<file path="config.mk">
export PLATFORM = sky130hd
export DESIGN_NAME = lif_pe_cluster
export DESIGN_NICKNAME = d
export VERILOG_FILES = /design/src/rtl/snn_pkg.sv /design/src/rtl/snn_sat_addsub.sv /design/src/rtl/lif_pe_cluster.sv
export SDC_FILE = /design/constraint.sdc
export NUM_CORES = 1
export LEC_CHECK = 0
export CAP_MARGIN = 25
export CORE_MARGIN = 10
export CORE_UTILIZATION = 54
export DETAILED_ROUTE_END_ITERATION = 8
export PLACE_DENSITY_LB_ADDON = 0.12
export SETUP_SLACK_MARGIN = 0.5
export SYNTH_ARGS = -nofsm -noshare
export SYNTH_HDL_FRONTEND = slang
export SYNTH_SLANG_ARGS = --single-unit
</file>
<file path="constraint.sdc">
create_clock -name clk -period 3.6 [get_ports clk]
set_input_delay 0.72 -clock clk [delete_from_list [all_inputs] [get_ports clk]]
set_output_delay 0.72 -clock clk [all_outputs]
set_load 0.03 [all_outputs]
</file>
<file path="src/rtl/snn_pkg.sv">
// Shared types and default parameters for the leaky integrate-and-fire PE cluster.
package snn_pkg;

  typedef enum logic [1:0] {
    IDLE  = 2'd0,
    ACCUM = 2'd1,
    FIRE  = 2'd2
  } pe_state_e;

  typedef enum logic {
    CONV = 1'b0,
    POOL = 1'b1
  } pe_mode_e;

  localparam int DEF_WW       = 8;
  localparam int DEF_VW       = 12;
  localparam int DEF_NCH      = 4;
  localparam int DEF_LEAK_SH  = 3;
  localparam int DEF_HARD_RST = 0;

endpackage

</file>
<file path="src/rtl/snn_sat_addsub.sv">
// Signed add or subtract of two W-bit operands, clamped to the W-bit signed range.
module snn_sat_addsub #(
  parameter int W = 12
) (
  input  logic [W-1:0] i_a,
  input  logic [W-1:0] i_b,
  input  logic         i_sub,
  output logic [W-1:0] o_y
);

  logic [W:0] w_ext;

  // One guard bit exposes overflow as a disagreement between the top two bits.
  always_comb begin
    w_ext = '0;
    if (i_sub) begin
      w_ext = {i_a[W-1], i_a} - {i_b[W-1], i_b};
    end else begin
      w_ext = {i_a[W-1], i_a} + {i_b[W-1], i_b};
    end
    o_y = w_ext[W-1:0];
    if (w_ext[W] != w_ext[W-1]) begin
      o_y = w_ext[W] ? {1'b1, {(W-1){1'b0}}} : {1'b0, {(W-1){1'b1}}};
    end
  end

endmodule

</file>
<file path="src/rtl/lif_pe_cluster.sv">
// Cluster of NCH leaky integrate-and-fire neurons: a one-stage integrate pipeline
// feeding a flop membrane store, and a handshaked fire sweep at the end of each timestep.
module lif_pe_cluster
  import snn_pkg::*;
#(
  parameter int WW       = DEF_WW,
  parameter int VW       = DEF_VW,
  parameter int NCH      = DEF_NCH,
  parameter int LEAK_SH  = DEF_LEAK_SH,
  parameter int HARD_RST = DEF_HARD_RST,
  localparam int CW      = $clog2(NCH)
) (
  input  logic          clk,
  input  logic          nrst,
  input  logic          mode,
  input  logic          in_valid,
  output logic          in_ready,
  input  logic [CW-1:0] in_ch,
  input  logic          in_spike,
  input  logic [WW-1:0] in_weight,
  input  logic          accum_src,
  input  logic [VW-1:0] vmem_in,
  input  logic [VW-1:0] vth,
  input  logic          step,
  output logic          step_err,
  output logic          out_valid,
  input  logic          out_ready,
  output logic [CW-1:0] out_ch,
  output logic          out_spike,
  output logic [VW-1:0] out_vmem,
  output logic          busy
);

  pe_state_e r_state;
  pe_state_e w_nextState;
  logic      r_stepHeld;
  logic      w_nextHeld;
  logic      r_stepErr;

  logic          r_pv;
  logic [CW-1:0] r_pch;
  pe_mode_e      r_pmode;
  logic          r_pspike;
  logic [WW-1:0] r_pweight;
  logic          r_psrc;
  logic [VW-1:0] r_pvin;

  logic [VW-1:0] r_vmem [NCH];
  logic [NCH-1:0] r_mode;

  logic [CW-1:0] r_fch;
  logic          r_fdone;
  logic          r_outValid;
  logic [CW-1:0] r_outCh;
  logic          r_outSpike;
  logic [VW-1:0] r_outVmem;

  logic          w_accept;
  logic          w_stepIn;
  logic          w_stepBad;
  logic          w_sweepEnd;
  logic          w_fload;
  logic [VW-1:0] w_pv;
  logic [VW-1:0] w_pweightExt;
  logic [VW-1:0] w_intSum;
  logic [VW-1:0] w_pnew;
  logic [VW-1:0] w_fv;
  logic [VW-1:0] w_fdiff;
  logic [VW-1:0] w_leakV;
  logic          w_fspike;
  logic [VW-1:0] w_fnew;

  // A held step blocks new beats so the pipeline can drain before the sweep.
  assign in_ready   = (r_state != FIRE) && !r_stepHeld;
  assign w_accept   = in_valid && in_ready;
  assign w_stepIn   = step && (r_state != FIRE) && !r_stepHeld;
  assign w_stepBad  = step && ((r_state == FIRE) || r_stepHeld);
  assign w_sweepEnd = r_outValid && out_ready && (r_outCh == CW'(NCH - 1));
  assign w_fload    = (r_state == FIRE) && !r_fdone && (!r_outValid || out_ready);

  assign busy      = (r_state == FIRE);
  assign step_err  = r_stepErr;
  assign out_valid = r_outValid;
  assign out_ch    = r_outCh;
  assign out_spike = r_outSpike;
  assign out_vmem  = r_outVmem;

  always_ff @(posedge clk or negedge nrst) begin
    if (!nrst) begin
      r_state    <= IDLE;
      r_stepHeld <= 1'b0;
      r_stepErr  <= 1'b0;
    end else begin
      r_state    <= w_nextState;
      r_stepHeld <= w_nextHeld;
      r_stepErr  <= w_stepBad;
    end
  end

  // FIRE is entered only on a cycle with no accepted beat, so the stage drains on that same edge.
  always_comb begin
    w_nextState = r_state;
    w_nextHeld  = r_stepHeld;
    case (r_state)
      IDLE, ACCUM: begin
        if ((w_stepIn || r_stepHeld) && !w_accept) begin
          w_nextState = FIRE;
          w_nextHeld  = 1'b0;
        end else begin
          if (w_stepIn) begin
            w_nextHeld = 1'b1;
          end
          if ((r_state == IDLE) && w_accept) begin
            w_nextState = ACCUM;
          end
        end
      end
      FIRE: begin
        if (w_sweepEnd) begin
          w_nextState = IDLE;
        end
      end
      default: w_nextState = IDLE;
    endcase
  end

  always_ff @(posedge clk or negedge nrst) begin
    if (!nrst) begin
      r_pv      <= 1'b0;
      r_pch     <= '0;
      r_pmode   <= CONV;
      r_pspike  <= 1'b0;
      r_pweight <= '0;
      r_psrc    <= 1'b0;
      r_pvin    <= '0;
    end else begin
      r_pv <= w_accept;
      if (w_accept) begin
        r_pch     <= in_ch;
        r_pmode   <= pe_mode_e'(mode);
        r_pspike  <= in_spike;
        r_pweight <= in_weight;
        r_psrc    <= accum_src;
        r_pvin    <= vmem_in;
      end
    end
  end

  assign w_pv         = r_vmem[r_pch];
  assign w_pweightExt = r_pspike ? {{(VW-WW){r_pweight[WW-1]}}, r_pweight} : '0;

  snn_sat_addsub #(.W(VW)) u_integrate (
    .i_a   (w_pv),
    .i_b   (w_pweightExt),
    .i_sub (1'b0),
    .o_y   (w_intSum)
  );

  always_comb begin
    w_pnew = w_intSum;
    if (r_psrc) begin
      w_pnew = r_pvin;
    end else if (r_pmode == POOL) begin
      w_pnew = {w_pv[VW-1:1], w_pv[0] | r_pspike};
    end
  end

  assign w_fv    = r_vmem[r_fch];
  assign w_leakV = (LEAK_SH == 0) ? w_fv : w_fv - VW'($signed(w_fv) >>> LEAK_SH);

  snn_sat_addsub #(.W(VW)) u_fire_sub (
    .i_a   (w_fv),
    .i_b   (vth),
    .i_sub (1'b1),
    .o_y   (w_fdiff)
  );

  always_comb begin
    w_fspike = 1'b0;
    w_fnew   = w_leakV;
    if (pe_mode_e'(r_mode[r_fch]) == POOL) begin
      w_fspike = w_fv[0];
      w_fnew   = '0;
    end else if ($signed(w_fv) > $signed(vth)) begin
      w_fspike = 1'b1;
      w_fnew   = (HARD_RST != 0) ? '0 : w_fdiff;
    end
  end

  // The integrate stage and the sweep never write in the same cycle: the stage is empty in FIRE.
  always_ff @(posedge clk or negedge nrst) begin
    if (!nrst) begin
      for (int i = 0; i < NCH; i++) begin
        r_vmem[i] <= '0;
      end
      r_mode <= '0;
    end else if (r_pv) begin
      r_vmem[r_pch] <= w_pnew;
      r_mode[r_pch] <= r_pmode;
    end else if (w_fload) begin
      r_vmem[r_fch] <= w_fnew;
    end
  end

  always_ff @(posedge clk or negedge nrst) begin
    if (!nrst) begin
      r_fch      <= '0;
      r_fdone    <= 1'b0;
      r_outValid <= 1'b0;
      r_outCh    <= '0;
      r_outSpike <= 1'b0;
      r_outVmem  <= '0;
    end else if (r_state != FIRE) begin
      r_fch   <= '0;
      r_fdone <= 1'b0;
    end else if (w_fload) begin
      r_outValid <= 1'b1;
      r_outCh    <= r_fch;
      r_outSpike <= w_fspike;
      r_outVmem  <= w_fnew;
      if (r_fch == CW'(NCH - 1)) begin
        r_fdone <= 1'b1;
      end else begin
        r_fch <= r_fch + CW'(1);
      end
    end else if (out_ready) begin
      r_outValid <= 1'b0;
    end
  end

endmodule

</file>
==> run_results.csv, run 1 <==
group,metric,value,unit
clocking,cts.reportedPaths.clkPinSlew,70,ps
floorplan,io_pins,61,
job,max_cap_violations,0,
synth,synth_most_common_cell,"dfrtp_1",
timing,worstMarginPinSlew,989,ps
clocking,worstSkewPairLatency,360,ps
timing,finalHoldViolations,0,
synth,netlist_top_cells_area,"dfrtp_1 34%, mux4_2 7.7%, ha_1 7.2%",
timing,relSlewSlack,33.8,%
synth,synth.distinct_cells,75,
detailed_routing,drt-initial-drc-count,1010,
place,dp_hpwl,18400,µm
clocking,cts_max_level,3,
clocking,cts.path.max_buffers,2,
floorplan,dieArea,18600,µm²
synth,postSynthAreaPerCell,9.54,µm²
place,gp_congestion,0.963,
layout,utilization,76.6,%
critical_path,reg2reg_to,"r_vmem[34]",
detailed_routing,wl_per_cell,24.5,µm
global_route,globalRouteMet1Util,35.7,%
critical_path,critical_path.max_fanout,7,
global_route,grt_antenna_before_repair,0,
layout,layout.nets,998,
layout,antenna_cells,0,
global_route,grt_max_degree,62,
synth,async_flop_share,100,%
synth,synth_top_family_by_area,"compound AO/OA/AOI/OAI gates",
timing,final.period_utilization,101,%
synth,synthCells,769,
synth,synth_commonest_cells,"101 x dfrtp_1, 72 x nand2_1, 62 x nor2_1",
timing,setup_ws,-45.7,ps
synth,synthXorXnorAreaFrac,2.87,%
timing,finalSetupTns,-45.7,ps
detailed_routing,wirelength,26800,µm
detailed_routing,num_vias,7405,
outcome,outcome,"finished with violations",
synth,synth_compound_area_share,23.1,%
synth,synth_top_area_cell,"dfrtp_1",
critical_path,endpoint,"r_vmem[34]",
floorplan,rows,42,
timing,period_minus_slack,3650,ps
synth,synth_edf_count,0,
global_route,top_usage_layer,"met2",
critical_path,crit_required,3820,ps
synth,synthAdderAreaFrac,7.98,%
detailed_routing,antenna_left,0,
global_route,grt_util_all_layers,27.7,%
global_route,grt_pass1_vias,7382,
layout,final-seq-area,2530,µm²
detailed_routing,first_pass_iters,6,
layout,multi_input_area,5510,µm²
global_route,grt-ovfl-total,0,
detailed_routing,drcViolationCount,0,
floorplan,die_w,137,µm
clocking,cts_tree,"built",
critical_path,r2r_slack,-50,ps
clocking,cts.sinks,101,
critical_path,worst_setup_path_start_kind,"flop",
synth,synth_top_area_share,34.5,%
layout,drive_gt1_share,34.2,%
critical_path,rr_worst_depth,11,
synth,synth-main-ff-cell,"dfrtp_1",
synth,ys_warn_count,0,
worst_hold_path,hp-class,"input port to asynchronous set/reset pin",
floorplan,initial_core_util,55.2,%
global_route,grt_use_met2,43.7,%
critical_path,cp_data_arrival_time,3870,ps
global_route,grt_pass1_wl,40400,µm
synth,muxShareOfSynthArea,12.3,%
critical_path,crit_path_end_kind,"flop",
synth,syn_nets,856,
timing,setup_viol,1,
timing,rsz0062_at_grt,"true",
place,port_buffers,60,
timing,fmaxAchievable,274,MHz
layout,nFillCells,871,
outcome,violations,"negative setup slack",
synth,yosysSeqAreaShare,34.5,%
critical_path,crit_type,"flop to flop",
synth,netlist_area,7330,µm²
critical_path,rr_startpoint,"r_pch[0]",
synth,ys_seq_elements,101,
timing,clock_skew,10.6,ps
layout,syn2layout_area_growth,38.8,%
clocking,hold_buffers,0,
critical_path,crit_path_start,"r_pch[0]",
synth,synth-simple-area-share,15.7,%
timing,slew_viol_final,0,
clocking,root_buffer,"clkbuf_16",
detailed_routing,avgViaCountPerCell,6.78,
floorplan,core-area,13300,µm²
floorplan,dieHeight,137,µm
clocking,numCtsBuffers,9,
global_route,grt_use_met3,7.66,%
[cell type report]
cell class,count,share of cell area [%]
Multi-Input combinational cell,601,54.1
Sequential cell,101,24.9
Timing Repair Buffer,159,14.5
Clock buffer,11,2.29
Tap cell,176,2.16
Inverter,39,1.44
Clock inverter,5,0.652
[per-layer routing]
layer	vias up	wire, µm
met4	0	1170
li1	3181	-
met2	477	12400
met1	3623	10400
met5	-	0
met3	124	2840
[registers in the layout (all words and copies together), names as in the netlist, 2 cells and up]
name	cells
r_vmem	48
out_vmem	12
r_pvin	12
r_pweight	8
r_mode	4
out_ch	2
r_fch	2
r_pch	2
r_state	2
[critical path: stages (launching register included)]
cell,delay [ps]
dfrtp_2,470
buf_4,150
buf_4,150
mux4_2,610
ha_1,370
a21oi_1,140
o21ai_0,180
a311o_1,470
o22ai_4,330
a211o_1,200
o21ai_4,80
o311ai_1,350
[worst min-delay path by stage]
| stage | start | end | slack (ps) | cells past startpoint |
|---|---|---|---|---|
| 2_1_floorplan | nrst | out_ch[0] | 420 | 0 |
| 3_3_place_gp | r_mode[0] | r_mode[0] | 460 | 2 |
| 3_5_place_dp | r_mode[0] | r_mode[0] | 470 | 2 |
| 4_1_cts | nrst | r_pvin[10] | 480 | 1 |
| 5_1_grt | nrst | r_pvin[10] | 500 | 1 |
| 6_report | nrst | r_pvin[9] | 440 | 1 |
[placed cells by master, fill, tap and decap left out, types with 24 or more instances in the layout]
master / instances
a21oi_1: 24
buf_4: 81
clkdlybuf4s50_1: 59
dfrtp_1: 98
inv_1: 34
mux4_2: 25
nand2_1: 66
nand3_1: 29
nor2_1: 52
o21ai_0: 26
[per-stage QoR]
step / std cells / cell area, µm² / worst slack (ps) / hold slack (ps)
3_5_place_dp: 1027 / 8580 / -171 / 474
2_1_floorplan: 769 / 7500 / 224 / 424
4_1_cts: 1079 / 9750 / 53.7 / 478
5_1_grt: 1092 / 10200 / -162 / 501
3_3_place_gp: 1027 / 8580 / -136 / 457
6_report: 1092 / 10200 / -45.7 / 438
[cells by family after synthesis]
group / count (synthesis)
AND/OR/NAND/NOR: 240
adder cells (fa/ha/maj): 45
buffers and inverters: 68
flip-flops: 101
multiplexers: 54
AO/OA/AOI/OAI: 237
XOR/XNOR: 24
[timing repair]
item,in CTS,in global routing
resized for setup,138,62
pin swaps,59,22
buffers inserted,34,13
hold endpoints to repair,0,0
setup endpoints to repair,60,61
cloned,2,0
Power of run 1 is not shown: default switching activity piles up to over one toggle a cycle in this logic, so the estimate is an artifact.
==> run 2: changes to the inputs <==
Settings changed: CTS_BUF_LIST set to sky130_fd_sc_hd__clkbuf_16, SKIP_LAST_GASP set to 1.
==> run 2 against run 1 <==
Against the previous run: critical path depth stayed put; worst setup slack better by 15 ps; worst hold slack better by 2.9 ps; the run still ends with negative setup slack left; clock-buffer cell count is 2 lower; highest routed layer unchanged.
==> run_results.csv, run 2 (synthesis results as in run 1) <==
group,metric,value,unit
layout,syn2layout_area_growth,37.1,%
outcome,violations,"negative setup slack",
place,post-place-cells,1027,
floorplan,die_w,137,µm
detailed_routing,avgViaCountPerCell,6.67,
floorplan,core-area,13300,µm²
layout,utilization,75.7,%
timing,rsz0062_at_grt,"true",
critical_path,crit_family,"compound AO/OA/AOI/OAI gates",
timing,setup_viol,3,
critical_path,crit_required,3790,ps
critical_path,crit_type,"flop to flop",
floorplan,rows,42,
detailed_routing,first_pass_iters,7,
place,dp_hpwl,18400,µm
clocking,numCtsBuffers,9,
global_route,grt_pass1_vias,7382,
critical_path,cp.depth,11,
floorplan,dieHeight,137,µm
detailed_routing,wirelength,26200,µm
timing,final.period_utilization,101,%
layout,post_layout_nonfiller_instances,1092,
clocking,hold_buffers,0,
layout,layout.nets,998,
detailed_routing,antenna_left,0,
timing,worstMarginPinSlew,997,ps
critical_path,path_buf_inv,0,
critical_path,crit_path_end_kind,"flop",
critical_path,cp_data_arrival_time,3820,ps
job,max_cap_violations,0,
timing,clock_skew,10.3,ps
timing,fmaxAchievable,275,MHz
detailed_routing,wl_per_cell,23.9,µm
layout,largest_reg_flops,48,
place,place_ws,-171,ps
global_route,grt_util_all_layers,27.7,%
detailed_routing,drt-initial-drc-count,806,
layout,antenna_cells,0,
floorplan,dieArea,18600,µm²
clocking,cts_max_level,3,
worst_hold_path,hp-class,"input port to asynchronous set/reset pin",
clocking,cts_tree,"built",
place,port_buffers,60,
global_route,grt_max_degree,62,
floorplan,io_pins,61,
critical_path,crit_path_max_incr_delay,590,ps
outcome,outcome,"finished with violations",
layout,final_cell_mix,"98 x dfrtp_1, 86 x buf_4, 67 x nand2_1, 59 x clkdlybuf4s50_1, 54 x nor2_1",
layout,drive_gt1_share,32.9,%
timing,slew_viol_final,0,
clocking,cts.path.max_buffers,2,
clocking,cts.reportedPaths.clkPinSlew,70,ps
clocking,cts.sinks,101,
detailed_routing,num_vias,7279,
timing,setup_ws,-31.2,ps
global_route,grt_pass1_wl,40400,µm
clocking,root_buffer,"clkbuf_16",
timing,period_minus_slack,3630,ps
critical_path,crit_chain,"mux4_2 -> ha_4 -> fa_2 -> a211oi_2 -> o211ai_1 -> a41o_2 -> a2111oi_4 -> mux2i_4 -> a211o_1 -> o21ai_4 -> o311ai_1",
global_route,grt-ovfl-total,0,
floorplan,initial_core_util,55.2,%
timing,finalSetupTns,-32.7,ps
detailed_routing,drcViolationCount,0,
timing,relSlewSlack,33.3,%
place,gp_congestion,0.963,
critical_path,crit_slowest_cell,"mux4_2",
critical_path,critical_path.max_fanout,7,
global_route,grt_antenna_before_repair,0,
critical_path,rr_worst_depth,11,
layout,layout_commonest_cell,"dfrtp_1",
critical_path,worst_setup_path_start_kind,"flop",
timing,finalHoldViolations,0,
layout,top_register,"r_vmem",
clocking,worstSkewPairLatency,360,ps
==> run 2: worst paths after layout <==
kind                            slack [ps]  startpoint    endpoint
worst max-delay path                   -30    r_pch[0]  r_vmem[34]
worst min-delay path                   440        nrst     r_pmode
worst max register to register         -30    r_pch[0]  r_vmem[34]
worst min register to register         480   r_mode[0]   r_mode[0]
max in group asynchronous             2310        nrst  r_vmem[18]
min in group clk                       480   r_mode[0]   r_mode[0]
==> run 2: metal layers <==
metal  track usage (%)  vias to the layer above  wire, µm
met3              7.66                      100      2680
met1              35.7                     3537     10300
met4              10.0                        0       968
met5                 0                        -         0
met2              43.7                      443     12200
li1                  -                     3199         -
==> run 2: worst register-to-register path, delay by kind of cell, from the launching register on <==
kind | cells | cell delay [ps]
muxes | 2 | 780
adders and majority gates | 2 | 540
AOI/OAI and AO/OA | 7 | 1670
DFF | 1 | 470
==> run 2: final cells by class <==
| class | count | area (µm²) |
|---|---|---|
| fill | 885 | 3240 |
| clock inverter | 7 | 73.8 |
| timing repair buffer | 159 | 1450 |
| multi-input combinational | 601 | 5410 |
| tap | 176 | 220 |
| sequential | 101 | 2530 |
| clock buffer | 9 | 225 |
| inverter | 39 | 146 |
==> run 2: per-stage QoR <==
| step | cell area (µm²) | hold slack, ps |
|---|---|---|
| finish | 10100 | 441 |
| global route | 10100 | 499 |
| CTS | 9750 | 478 |
| detailed placement | 8580 | 474 |
| global placement | 8580 | 457 |
| floorplan | 7500 | 424 |
==> run 2: timing repair <==
item	CTS	global route
pin swaps	59	19
gates cloned	2	0
buffers inserted	34	13
resized for setup	138	37
setup endpoints to repair	60	61
Power of run 2 is left out for the same reason.
